===== config.mk =====
export PLATFORM = sky130hd
export DESIGN_NAME = fwd_sel_unit
export DESIGN_NICKNAME = d
export VERILOG_FILES = /design/src/rtl/fwd_sel_unit.sv
export SDC_FILE = /design/constraint.sdc
export NUM_CORES = 1
export LEC_CHECK = 0
export ABC_AREA = 1
export CORE_ASPECT_RATIO = 0.6
export CORE_MARGIN = 1.5
export CORE_UTILIZATION = 30
export DETAILED_ROUTE_END_ITERATION = 8
export PLACE_DENSITY = 0.61
export SYNTH_ARGS = -nofsm -noshare
export SYNTH_HDL_FRONTEND = slang
export SYNTH_SLANG_ARGS = --single-unit
export TNS_END_PERCENT = 5

===== constraint.sdc =====
create_clock -name clk -period 1.7 [get_ports clk]
set_input_delay 0.34 -clock clk [delete_from_list [all_inputs] [get_ports clk]]
set_output_delay 0.34 -clock clk [all_outputs]
set_load 0.1 [all_outputs]

===== src/rtl/fwd_sel_unit.sv =====
// fwd_sel_unit: forwarding-select generator and load-use stall detector.
// The unit keeps shadow copies of in-flight destinations (EX, MEM, WB and
// optionally a retired stage) and compares them against the decode-stage
// sources. The resulting ALU operand mux selects are registered as the
// instruction enters EX.
// Select encoding: 00 regfile, 01 EX/MEM, 10 MEM/WB, 11 retired (WB+1).
// Optional feature: define FWD_RETIRE_BYPASS_EN to enable the retired-stage
// bypass (select 11). Without it, the WB and retired shadow stages are
// omitted because nothing beyond MEM can influence the selects.
module fwd_sel_unit #(
   parameter int REG_AW = 5
) (
   input  logic              clk,
   input  logic              rst_n,
   input  logic              id_valid,
   input  logic [REG_AW-1:0] id_rs1,
   input  logic [REG_AW-1:0] id_rs2,
   input  logic [REG_AW-1:0] id_rd,
   input  logic              id_reg_write,
   input  logic              id_mem_read,
   input  logic              flush,
   output logic [1:0]        fwd_a_sel,
   output logic [1:0]        fwd_b_sel,
   output logic              stall_req
);

   typedef enum logic {IDLE, STALL} state_t;

   localparam logic [1:0] SEL_RF  = 2'b00;
   localparam logic [1:0] SEL_EX  = 2'b01;
   localparam logic [1:0] SEL_MEM = 2'b10;
`ifdef FWD_RETIRE_BYPASS_EN
   localparam logic [1:0] SEL_RET = 2'b11;
`endif

   state_t            state_q, state_d;

   // The load flag only matters while the load sits in EX, so it is not
   // carried further down the shadow pipe.
   logic              ex_valid_q, ex_valid_d;
   logic [REG_AW-1:0] ex_rd_q, ex_rd_d;
   logic              ex_reg_write_q, ex_reg_write_d;
   logic              ex_mem_read_q, ex_mem_read_d;

   logic              mem_valid_q, mem_valid_d;
   logic [REG_AW-1:0] mem_rd_q, mem_rd_d;
   logic              mem_reg_write_q, mem_reg_write_d;

`ifdef FWD_RETIRE_BYPASS_EN
   logic              wb_valid_q, wb_valid_d;
   logic [REG_AW-1:0] wb_rd_q, wb_rd_d;
   logic              wb_reg_write_q, wb_reg_write_d;

   logic              ret_valid_q, ret_valid_d;
   logic [REG_AW-1:0] ret_rd_q, ret_rd_d;
   logic              ret_reg_write_q, ret_reg_write_d;
`endif

   logic [1:0]        fwd_a_q, fwd_a_d;
   logic [1:0]        fwd_b_q, fwd_b_d;

   logic              hazard;
   logic              enter_ex;

   // A stage supplies a value for src only if it really writes a non-zero rd.
   function automatic logic stage_hit(
      input logic              valid,
      input logic              reg_write,
      input logic [REG_AW-1:0] rd,
      input logic [REG_AW-1:0] src
   );
      stage_hit = valid & reg_write & (rd != '0) & (rd == src);
   endfunction

   // Load-use detection, stall request and decision whether decode enters EX.
   always_comb begin
      hazard = id_valid & ex_valid_q & ex_mem_read_q & (ex_rd_q != '0) &
               ((ex_rd_q == id_rs1) | (ex_rd_q == id_rs2));
      stall_req = rst_n & (state_q == IDLE) & hazard & ~flush;
      enter_ex  = id_valid & ~flush & ~stall_req;
   end

   // Next-state for the stall FSM: a stall lasts at most one cycle and flush
   // always returns the machine to IDLE.
   always_comb begin
      state_d = IDLE;
      if (state_q == IDLE && hazard && !flush) begin
         state_d = STALL;
      end
   end

   // Shadow pipe advance; a squashed or stalled decode becomes an EX bubble.
   always_comb begin
      ex_valid_d      = enter_ex;
      ex_rd_d         = id_rd;
      ex_reg_write_d  = id_reg_write;
      ex_mem_read_d   = id_mem_read;
      mem_valid_d     = ex_valid_q;
      mem_rd_d        = ex_rd_q;
      mem_reg_write_d = ex_reg_write_q;
`ifdef FWD_RETIRE_BYPASS_EN
      wb_valid_d      = mem_valid_q;
      wb_rd_d         = mem_rd_q;
      wb_reg_write_d  = mem_reg_write_q;
      ret_valid_d     = wb_valid_q;
      ret_rd_d        = wb_rd_q;
      ret_reg_write_d = wb_reg_write_q;
`endif
   end

   // Operand selects, checked oldest first so the newest producer overrides.
   always_comb begin
      fwd_a_d = SEL_RF;
      fwd_b_d = SEL_RF;
      if (enter_ex) begin
`ifdef FWD_RETIRE_BYPASS_EN
         if (stage_hit(wb_valid_q, wb_reg_write_q, wb_rd_q, id_rs1)) fwd_a_d = SEL_RET;
         if (stage_hit(wb_valid_q, wb_reg_write_q, wb_rd_q, id_rs2)) fwd_b_d = SEL_RET;
`endif
         if (stage_hit(mem_valid_q, mem_reg_write_q, mem_rd_q, id_rs1)) fwd_a_d = SEL_MEM;
         if (stage_hit(mem_valid_q, mem_reg_write_q, mem_rd_q, id_rs2)) fwd_b_d = SEL_MEM;
         if (stage_hit(ex_valid_q, ex_reg_write_q, ex_rd_q, id_rs1)) fwd_a_d = SEL_EX;
         if (stage_hit(ex_valid_q, ex_reg_write_q, ex_rd_q, id_rs2)) fwd_b_d = SEL_EX;
      end
   end

   // All state, including the FSM, updates here with synchronous reset.
   always_ff @(posedge clk) begin
      if (!rst_n) begin
         state_q         <= IDLE;
         ex_valid_q      <= 1'b0;
         ex_rd_q         <= '0;
         ex_reg_write_q  <= 1'b0;
         ex_mem_read_q   <= 1'b0;
         mem_valid_q     <= 1'b0;
         mem_rd_q        <= '0;
         mem_reg_write_q <= 1'b0;
`ifdef FWD_RETIRE_BYPASS_EN
         wb_valid_q      <= 1'b0;
         wb_rd_q         <= '0;
         wb_reg_write_q  <= 1'b0;
         ret_valid_q     <= 1'b0;
         ret_rd_q        <= '0;
         ret_reg_write_q <= 1'b0;
`endif
         fwd_a_q         <= SEL_RF;
         fwd_b_q         <= SEL_RF;
      end else begin
         state_q         <= state_d;
         ex_valid_q      <= ex_valid_d;
         ex_rd_q         <= ex_rd_d;
         ex_reg_write_q  <= ex_reg_write_d;
         ex_mem_read_q   <= ex_mem_read_d;
         mem_valid_q     <= mem_valid_d;
         mem_rd_q        <= mem_rd_d;
         mem_reg_write_q <= mem_reg_write_d;
`ifdef FWD_RETIRE_BYPASS_EN
         wb_valid_q      <= wb_valid_d;
         wb_rd_q         <= wb_rd_d;
         wb_reg_write_q  <= wb_reg_write_d;
         ret_valid_q     <= ret_valid_d;
         ret_rd_q        <= ret_rd_d;
         ret_reg_write_q <= ret_reg_write_d;
`endif
         fwd_a_q         <= fwd_a_d;
         fwd_b_q         <= fwd_b_d;
      end
   end

   assign fwd_a_sel = fwd_a_q;
   assign fwd_b_sel = fwd_b_q;

endmodule


Word-level counts from Yosys, hierarchy flattened --
Index checks and enable logic that the tools add are counted.
Word-level totals: register bits after elaboration 20, output and inout bits 5, word-level logic and storage cells 52
Cells by class: eq/ne operators 4, multiplexer cells 5, bitwise gates (word level) 23, reduce and logical (&&, ||, !) cells 8
Operators with widths (number):
- == test 5 bit | 4
- AND 1 bit | 17
- nonzero test 5 bit | 2
- OR reduction 3 bit | 2
- inverter 1 bit | 5
- two-way mux 2 bit | 2
- two-way mux 1 bit | 3
- logical AND 1 bit | 2
- AND reduction 2 bit | 1
- logical NOT 1 bit | 1
- bitwise OR 1 bit | 1

Logic depth before layout (Yosys ltp) --
depth in word-level cells 10, mapped depth 9, depth with buffers taken out 9

Worst setup path after synthesis --
OpenSTA, ideal clock, no wires.
path kind register to output, from reg ex_rd_q[1], to out stall_req, arrival 2082 ps, setup slack -722 ps, cell stages (with the launch flop) 9, buffers on the path 0, cell sequence dfxtp_1 -> inv_2 -> nand2_1 -> nand2_1 -> nor2_1 -> nand3_1 -> nand2_1 -> nand2_2 -> nor2_1
Between the ends: word-level cells in the longest chain between the ends 5
Ends and longest elaborated chain:
- start: declaration | line 41 | logic [REG_AW-1:0] ex_rd_q, ex_rd_d;
- start signal: assignment | line 151 | ex_rd_q <= ex_rd_d;
- == test 5 bit or nonzero test 5 bit (tied branches) | line 78, 77
- bitwise OR 1 bit or AND 1 bit (tied branches) | line 78, 77
- AND 1 bit (*) | line 77 | hazard = id_valid & ex_valid_q & ex_mem_read_q & (ex_rd_q != '0) &
- AND 1 bit (*) (2 in series) | line 79 | stall_req = rst_n & (state_q == IDLE) & hazard & ~flush;
- end: declaration | line 24 | output logic stall_req
Every way passes the cells marked *; elsewhere a longest branch is shown, timed or not.

Worst setup path in the final report --
Same ends and word-level chain as after synthesis.

==> impl_metrics.env <==
export IMPL_drt_wl_total_um=2130
export IMPL_rsz0062_at_grt="yes"
export IMPL_hold_ws_ns=0.444
export IMPL_synth_edf_count=0
export IMPL_synth_cells=145
export IMPL_drt_vias_per_instance=3.93
export IMPL_grt_pass1_wl_um=3330
export IMPL_grt_pass1_vias=771
export IMPL_vias=893
export IMPL_gp_congestion=0.811
export IMPL_row_count=15
export IMPL_clk_latency_ns=0.26
export IMPL_syn_nets=166
export IMPL_finalCriticalPeriod_ns=1.79
export IMPL_diodes=0
export IMPL_gr_total_overflow=0
export IMPL_yosys_warnings=0
export IMPL_cts_buffers=3
export IMPL_antenna_found_initial=0
export IMPL_io_pins=26
export IMPL_p_leak_nw=0.794
export IMPL_multiInputGateArea_um2=447
export IMPL_yosysMostFrequentCell="nand2_1"
export IMPL_core_area_mm2=0.00295
export IMPL_synth_seq_area_share_pct=41.9
export IMPL_cts_htree_levels=1
export IMPL_grt_start_max_net_pins=15
export IMPL_clkTransAtPathRegs_ns=0.07
export IMPL_start_util_pct=32.4
export IMPL_violations="negative setup slack"
export IMPL_worstPathRequired_ns=1.36
export IMPL_yosys_area_top_type="dfxtp_1"
export IMPL_dp_cells=223
export IMPL_status="finished with violations"
export IMPL_drtIter0Drc=17
export IMPL_fin_crit_sh_pct=105
export IMPL_max_freq_ghz=0.558
export IMPL_drive_gt1_share_pct=19.5
export IMPL_synth_area_um2=955
export IMPL_dieArea_mm2=0.00354
export IMPL_ff_latch_area_um2=414
export IMPL_power_per_cell_area_mw_per_mm2=759
export IMPL_worst_path_max_fanout=5
export IMPL_synth_seq_cells=20
export IMPL_postSynthAreaPerCell_um2=6.58
export IMPL_n_fill_cell=294
export IMPL_fin_util_pct=50.4
export IMPL_synth_area_top_cells="dfxtp_1 (42%), nand2_1 (18%), inv_1 (13%)"
export IMPL_cts_root_buffer_cell="clkbuf_8"
export IMPL_yosysTopAreaCellShare_pct=41.9
export IMPL_synth_ff_type="dfxtp_1"
export IMPL_grt_use_total_pct=13.8
export IMPL_final_setup_worst_slack_ns=-0.0919
export IMPL_ys_top_cells_by_count="nand2_1 (47), inv_1 (32), dfxtp_1 (20), nor2_1 (20), xnor2_1 (9)"
export IMPL_firstDrtPassIters=4
export IMPL_placed_area_mm2=0.00140
export IMPL_drv_slew=0
export IMPL_hpwl_um=1750
export IMPL_nets=207
export IMPL_drv_cap=0
export IMPL_final_antenna_net_count=0
export IMPL_cts_buffer_depth=2
export IMPL_hp_class="flop to flop"
export IMPL_tightest_slew_ns=0.164
export IMPL_start_kind="flop"
export IMPL_synth_async_reset_ratio_pct=0
export IMPL_area_delta_synth_final_pct=55.7
export IMPL_cts_tree="built"
export IMPL_setup_viol=1
export IMPL_routedWlPerCell_um=9.37
export IMPL_setup_tns_final_ns=-0.0919
export IMPL_cp_data_arrival_time_ns=1.45
export IMPL_slew_headroom_pct=89.0
export IMPL_clock_skew_ns=0.00514
export IMPL_ir_drop_mv=0.541
export IMPL_hold_viol_final=0
export IMPL_drc=0
export IMPL_criticalPathCategory="flop to primary output"
export IMPL_design_area_mm2=0.00149
export IMPL_fin_cells=227
export IMPL_clock_sinks=20
export IMPL_synth_cell_types=14
export IMPL_die_h_um=46.7
export IMPL_critPathCaptureType="primary output"
export IMPL_die_w_um=75.8
export IMPL_port_buffers=25
==> worst max-delay path, cell delays in order, from the launching register on <==
cell and delay, ns:
dfxtp_4 0.37, inv_2 0.04, nand2_1 0.04, nand2_1 0.05
nor2_2 0.15, nand3_2 0.10, nand2_1 0.09, nand2_2 0.07
nor2_4 0.10, buf_12 0.18
==> power by group <==
| group | total (mW) | switching [mW] | internal [mW] |
|---|---|---|---|
| Combinational | 0.162 | 0.0732 | 0.0885 |
| Clock | 0.467 | 0.152 | 0.314 |
| Sequential | 0.500 | 0.0163 | 0.484 |
==> placed cells by master (no fill, tap or decap) <==
cell type        synthesis  layout
and2_1                   1       1
buf_12                   0       5
buf_4                    0      12
bufinv_16                0       1
clkbuf_8                 0       3
clkdlybuf4s50_1          0      10
dfxtp_1                 20      15
dfxtp_2                  0       2
dfxtp_4                  0       3
dlygate4sd2_1            0      10
inv_1                   32      30
inv_2                    1       3
nand2_1                 47      46
nand2_2                  2       3
nand3_1                  5       4
nand3_2                  0       1
nand3b_1                 2       2
nand4_1                  1       1
nor2_1                  20      17
nor2_2                   0       2
nor2_4                   0       1
nor3_1                   1       1
xnor2_1                  9       9
xor2_1                   3       3
==> metal layers <==
metal,wire (um),track usage [%],up-vias
met5,0,0,-
met4,23,6.43,0
li1,-,-,493
met2,985,21.6,15
met3,77,4.60,3
met1,1040,17.3,382
==> final timing paths <==
kind                   from         endpoint  slack (ns)  cells past startpoint
max reg2reg      ex_rd_q[1]       ex_valid_q        0.38                     10
max              ex_rd_q[1]        stall_req       -0.09                      9
min          ex_reg_write_q  mem_reg_write_q        0.44                      2
min reg2reg  ex_reg_write_q  mem_reg_write_q        0.44                      2
==> sequential cells by signal (all words and copies together), names as in the netlist <==
name,cells
fwd_b_sel,2
mem_rd_q,5
fwd_a_sel,2
ex_mem_read_q,1
mem_reg_write_q,1
state_q,1
ex_rd_q,5
ex_valid_q,1
ex_reg_write_q,1
mem_valid_q,1
==> cell families (layout without fill, tap and decap cells) <==
kind of cell / after synthesis / after routing / share of synthesized area [%]
and+or+nand+nor: 79 / 79 / 33.7
buffers and inverters: 34 / 74 / 13.4
DFF: 20 / 20 / 41.9
xor gates and xnor gates: 12 / 12 / 11.0
==> area by class of cell <==
cell class / instances / area share, %
Inverter: 33 / 8.33
Clock inverter: 1 / 2.02
Timing Repair Buffer: 37 / 25.4
Clock buffer: 3 / 2.78
Tap cell: 42 / 3.54
Sequential cell: 20 / 27.9
Multi-Input combinational cell: 91 / 30.1
==> stage by stage <==
| stage | worst slack (ns) | total power [mW] |
|---|---|---|
| after floorplan | 0.0432 | 0.583 |
| after global placement | -0.308 | 0.672 |
| after detailed placement | -0.342 | 0.677 |
| after CTS | -0.102 | 1.14 |
| after global routing | -0.210 | 1.18 |
| final | -0.0919 | 1.13 |
==> repair_timing <==
item,4_1_cts,5_1_grt
hold buffers,0,0
gates resized for setup,21,3
buffers inserted,0,0
endpoints found under the setup margin,1,1
pin swaps,4,3
Note: power is estimated with default switching activity, not from simulation.
